[src/rtl/draw_rect_fall_ctl.sv]
// Rectangle drop controller: follows the mouse, falls under gravity on a click, rests at the bottom.
// Optional bounce with velocity damping is enabled by defining DRAW_RECT_BOUNCE_EN.
//
// state    | meaning
// ---------+----------------------------------------------------------
// S_FOLLOW | rectangle tracks mouse position every cycle
// S_FALL   | accelerating downward once per physics tick
// S_RISE   | rebounding upward after a damped impact (bounce builds only)
// S_REST   | parked at the bottom for REST_TICKS ticks or until a click
module draw_rect_fall_ctl #(
    parameter int W          = 12,
    parameter int VW         = 8,
    parameter int TICK_DIV   = 400000,
    parameter int G          = 1,
    parameter int YMAX       = 500,
    parameter int REST_TICKS = 100,
    parameter int DAMP_SHIFT = 1,
    parameter int VMIN       = 2
) (
    input  logic         clk40MHz,
    input  logic         rst_n,
    input  logic [W-1:0] mouse_xpos,
    input  logic [W-1:0] mouse_ypos,
    input  logic         mouse_left,
    output logic [W-1:0] xpos,
    output logic [W-1:0] ypos,
    output logic         busy
);

    localparam int TW = (TICK_DIV > 1) ? $clog2(TICK_DIV) : 1;
    localparam int RW = (REST_TICKS > 1) ? $clog2(REST_TICKS) : 1;

    localparam logic [TW-1:0] TICK_LAST = TW'(TICK_DIV - 1);
    localparam logic [RW-1:0] REST_LAST = RW'(REST_TICKS - 1);
    localparam logic [W-1:0]  YMAX_W    = W'(YMAX);
    localparam logic [W:0]    YMAX_W1   = (W+1)'(YMAX);
    localparam logic [VW:0]   G_V1      = (VW+1)'(G);
    localparam logic [VW:0]   VEL_SAT   = {1'b0, {VW{1'b1}}};

    typedef enum logic [1:0] {
        S_FOLLOW = 2'd0,
        S_FALL   = 2'd1,
`ifdef DRAW_RECT_BOUNCE_EN
        S_RISE   = 2'd2,
`endif
        S_REST   = 2'd3
    } state_t;

    state_t        state_q, state_d;
    logic [W-1:0]  xpos_q, xpos_d;
    logic [W-1:0]  ypos_q, ypos_d;
    logic [VW-1:0] vel_q, vel_d;
    logic [TW-1:0] tick_q, tick_d;
    logic [RW-1:0] rest_q, rest_d;
    logic          left_q;
    logic          busy_q;

    logic          tick;
    logic          click;
    logic [VW:0]   vel_inc;
    logic [VW-1:0] vel_n;
    logic [W:0]    fall_sum;

    assign tick     = (tick_q == TICK_LAST);
    assign click    = mouse_left & ~left_q;
    assign vel_inc  = {1'b0, vel_q} + G_V1;
    assign vel_n    = (vel_inc > VEL_SAT) ? {VW{1'b1}} : vel_inc[VW-1:0];
    assign fall_sum = {1'b0, ypos_q} + (W+1)'(vel_n);

`ifdef DRAW_RECT_BOUNCE_EN
    localparam logic [VW-1:0] G_V    = VW'(G);
    localparam logic [VW-1:0] VMIN_V = VW'(VMIN);

    logic [VW-1:0] vel_bnc;
    logic [VW-1:0] vel_dec;
    logic [W-1:0]  rise_y;

    assign vel_bnc = vel_n - (vel_n >> DAMP_SHIFT);
    assign vel_dec = (vel_q > G_V) ? (vel_q - G_V) : '0;
    // Upward motion clamps at the top edge instead of wrapping
    assign rise_y  = ({1'b0, ypos_q} >= (W+1)'(vel_q)) ? (ypos_q - W'(vel_q)) : '0;
`endif

    always_comb begin
        state_d = state_q;
        xpos_d  = xpos_q;
        ypos_d  = ypos_q;
        vel_d   = vel_q;
        rest_d  = rest_q;
        tick_d  = tick ? '0 : (tick_q + TW'(1));

        case (state_q)
            S_FOLLOW: begin
                xpos_d = mouse_xpos;
                ypos_d = mouse_ypos;
                if (click) begin
                    vel_d  = '0;
                    tick_d = '0;
                    if (mouse_ypos >= YMAX_W) begin
                        ypos_d  = YMAX_W;
                        rest_d  = '0;
                        state_d = S_REST;
                    end else begin
                        state_d = S_FALL;
                    end
                end
            end
            S_FALL: begin
                if (tick) begin
                    if (fall_sum >= YMAX_W1) begin
                        ypos_d = YMAX_W;
                        rest_d = '0;
`ifdef DRAW_RECT_BOUNCE_EN
                        if (vel_bnc < VMIN_V) begin
                            vel_d   = '0;
                            state_d = S_REST;
                        end else begin
                            vel_d   = vel_bnc;
                            state_d = S_RISE;
                        end
`else
                        vel_d   = '0;
                        state_d = S_REST;
`endif
                    end else begin
                        ypos_d = fall_sum[W-1:0];
                        vel_d  = vel_n;
                    end
                end
            end
`ifdef DRAW_RECT_BOUNCE_EN
            S_RISE: begin
                if (tick) begin
                    ypos_d = rise_y;
                    if (vel_dec <= G_V) begin
                        vel_d   = '0;
                        state_d = S_FALL;
                    end else begin
                        vel_d = vel_dec;
                    end
                end
            end
`endif
            S_REST: begin
                // A click here only releases the rectangle; left_q blocks a second drop
                if (click) begin
                    state_d = S_FOLLOW;
                end else if (tick) begin
                    if (rest_q == REST_LAST) begin
                        rest_d  = '0;
                        state_d = S_FOLLOW;
                    end else begin
                        rest_d = rest_q + RW'(1);
                    end
                end
            end
            default: state_d = S_FOLLOW;
        endcase
    end

    always_ff @(posedge clk40MHz or negedge rst_n) begin
        if (!rst_n) begin
            state_q <= S_FOLLOW;
            xpos_q  <= '0;
            ypos_q  <= '0;
            vel_q   <= '0;
            tick_q  <= '0;
            rest_q  <= '0;
            left_q  <= 1'b0;
            busy_q  <= 1'b0;
        end else begin
            state_q <= state_d;
            xpos_q  <= xpos_d;
            ypos_q  <= ypos_d;
            vel_q   <= vel_d;
            tick_q  <= tick_d;
            rest_q  <= rest_d;
            left_q  <= mouse_left;
            busy_q  <= (state_d != S_FOLLOW);
        end
    end

    assign xpos = xpos_q;
    assign ypos = ypos_q;
    assign busy = busy_q;

endmodule

[config.mk]
export PLATFORM = sky130hd
export DESIGN_NAME = draw_rect_fall_ctl
export DESIGN_NICKNAME = d
export VERILOG_FILES = /design/src/rtl/draw_rect_fall_ctl.sv
export SDC_FILE = /design/constraint.sdc
export NUM_CORES = 1
export LEC_CHECK = 0
export ABC_AREA = 1
export ABC_CLOCK_PERIOD_IN_PS = 3700
export CORE_UTILIZATION = 32
export DETAILED_ROUTE_END_ITERATION = 12
export MAX_ROUTING_LAYER = met4
export PLACE_DENSITY = 0.58
export SETUP_SLACK_MARGIN = 0.3
export SKIP_CTS_REPAIR_TIMING = 1
export SYNTH_ARGS = -nofsm -noshare
export SYNTH_HDL_FRONTEND = slang
export SYNTH_SLANG_ARGS = --single-unit
[constraint.sdc]
create_clock -name clk40MHz -period 3.7 [get_ports clk40MHz]
set_input_delay 0.74 -clock clk40MHz [delete_from_list [all_inputs] [get_ports clk40MHz]]
set_output_delay 0.74 -clock clk40MHz [all_outputs]
set_load 0.02 [all_outputs]
==> flow_metrics.py <==
metrics = {
    "worst_setup_path": {
        "cp.required_ns": 3.96,
        "startpoint_type": "flip-flop",
        "worst_ep_arrival_time_ns": 3.66,
        "crit_type": "flip-flop to flip-flop",
        "end_kind": "flip-flop",
        "crit_fanout": 8,
    },
    "detailed_routing": {
        "drtPass1Iterations": 5,
        "wire_per_inst_microns": 13.6,
        "routed_via_density": 4.84,
        "num_vias": 3779,
        "initialDrtViolationCount": 231,
        "drt.antenna.violating_nets": 0,
        "drc": 0,
        "wl_mm": 10.6,
    },
    "yosys": {
        "synth_edf_count": 0,
        "async_flop_share_pct": 100,
        "ys_seq_area_share_pct": 38.5,
        "synth_ff_type": "dfrtp_1",
        "netlist_area_sq_um": 4030,
        "yosysWarnings": 0,
        "ys_types": 42,
        "avgSynthCellArea_sq_um": 7.47,
        "ys_seq_elements": 62,
        "syn_inst": 540,
        "synth.net_count": 582,
    },
    "cells_and_area": {
        "fin_util_pct": 43.3,
        "drive_gt1_share_pct": 15.5,
        "stdcell_count": 780,
        "num-fill-cells": 1204,
        "layout_common_cells": "nand2_1 (141), inv_1 (71), nor2_1 (63)",
        "diodes": 0,
        "nets": 651,
        "mostFrequentLayoutCell": "nand2_1",
        "syn2layout_area_growth_pct": 30.8,
    },
    "job": {
        "drv_cap": 0,
    },
    "timing": {
        "relSlewSlack_pct": 61.9,
        "maxSlewViolCount": 0,
        "skew_ns": 0.00927,
        "max_freq_mhz": 294,
        "hold_violations": 0,
        "worst_pin_slew_ns": 0.572,
        "setup_ws_ns": 0.300,
        "tns_ns": 0,
        "rsz0062_at_grt": "yes",
        "post-route-period-util_pct": 91.9,
        "post-route-min-period_ns": 3.40,
        "setup_viol": 0,
    },
    "global_route": {
        "antenna_found_initial": 0,
        "grt_max_degree": 25,
        "track_usage_pct": 17.6,
        "overflow": 0,
        "grt_pass1_vias": 3767,
        "grt_pass1_wl_mm": 17.5,
    },
    "power": {
        "irDropWorstVdd_mv": 0.355,
        "leakage_nw": 2.48,
        "p_per_area_nw_per_um2": 773,
        "total_power_mw": 4.08,
    },
    "clock_tree": {
        "cts_tree": "done",
        "cts_buffers": 9,
        "cts.sinks": 62,
        "cts_buffer_depth": 2,
        "h-tree-depth": 3,
        "cts.clk_slew.worst_paths_ns": 0.05,
        "clkLatencyLatePin_ns": 0.32,
        "cts-root-buf": "clkbuf_16",
    },
    "placed_design": {
        "dpl.hpwl_mm": 8.18,
        "place_congestion": 0.927,
        "dp.cells": 758,
        "portBuffers": 51,
        "post-place-ws_ns": -0.00759,
    },
    "floorplanning": {
        "die_h_microns": 114,
        "die_w_microns": 114,
        "start_util_pct": 33.1,
        "io_pins": 52,
        "die-area_sq_um": 13100,
        "coreArea_sq_um": 12200,
        "rows": 40,
    },
    "worst_hold_path": {
        "hold_path.class": "input pin to async pin",
    },
    "status": {
        "status": "completed",
    },
}
==> final timing paths <==
check | from | endpoint | slack (ns) | depth (start not counted)
max in group asynchronous | rst_n | vel_q[1] | 2.56 | 2
hold / removal | rst_n | ypos[8] | 0.41 | 1
hold reg to reg | tick_q[0] | tick_q[0] | 0.46 | 1
setup reg to reg | vel_q[1] | vel_q[2] | 0.30 | 23
min in group clk40MHz | tick_q[0] | tick_q[0] | 0.46 | 1
setup / recovery | vel_q[1] | vel_q[2] | 0.30 | 23
==> Yosys cell counts, drive strengths merged (7+ instances only) <==
cell type	number	area share [%]
xor2	9	2.0
nand4	21	3.4
a21oi	18	2.6
nand3	47	6.6
dfrtp	62	38
nor4	7	1.1
nand2	154	15
inv	78	7.3
buf	7	1.2
mux2	12	3.4
nor2	68	6.8
nor3	11	1.7
o21ai	9	1.1
ha	14	4.3
==> report_power, final <==
group	switching [mW]	internal, mW	total (mW)
Clock	0.292	0.599	0.891
Sequential	0.207	0.882	1.09
Combinational	1.21	0.888	2.10
Total	1.71	2.37	4.08
==> cell families (layout without fill, tap and decap cells) <==
family	count (synthesis)	count (layout)	synth area share, %
xor+xnor	12	12	2.61
simple gates	314	314	35.6
fa+ha+maj	15	15	4.84
buf+inv	87	159	8.94
compound gates	38	38	6.18
flops	62	62	38.5
mux	12	12	3.35
==> metal layers <==
layer / GRT usage, % / share of wire (%) / vias to the layer above
met3: 2.59 / 5.1 / 14
met2: 29.3 / 49 / 105
li1: - / - / 1880
met1: 21.1 / 44 / 1780
met5: - / 0 / -
met4: 8.48 / 2.0 / 0
==> stage by stage <==
step,hold WS [ns],cell area [sq um]
2_1_floorplan,0.433,4030
3_3_place_gp,0.449,4740
3_5_place_dp,0.463,4740
4_1_cts,0.428,5050
5_1_grt,0.456,5270
6_report,0.407,5270
==> area by class of cell <==
cell class              instances  area (sq um)  area share (%)
multi-input cells             391          2250            42.7
flip-flops and latches         62          1550            29.5
repair buffers                 67           644            12.2
inverters                      78           298            5.65
clock buffers                  10           239            4.53
well taps                     168           210            3.99
clock inverters                 4          72.6            1.38
==> critical path, stage by stage (launching register included) <==
cell      delay (ns)
dfrtp_2         0.46
ha_4            0.18
nand2_1         0.08
inv_1           0.06
nand3_1         0.10
xor2_1          0.22
nor2_1          0.07
nand3b_1        0.13
nand2_1         0.09
or2_2           0.33
ha_4            0.32
nand2_1         0.06
nand2_1         0.08
inv_1           0.06
nand2_1         0.09
nand3_1         0.13
nand4_1         0.12
nand3_2         0.10
nor2_4          0.16
nand3_4         0.16
buf_12          0.18
inv_4           0.04
nand3_2         0.04
nand2_1         0.08
==> registers in the layout, indices dropped and copies added (netlist names) <==
name	cells
ypos	12
busy	1
vel_q	8
state_q	2
rest_q	7
left_q	1
tick_q	19
xpos	12
Power figures use the tool's default switching activity.
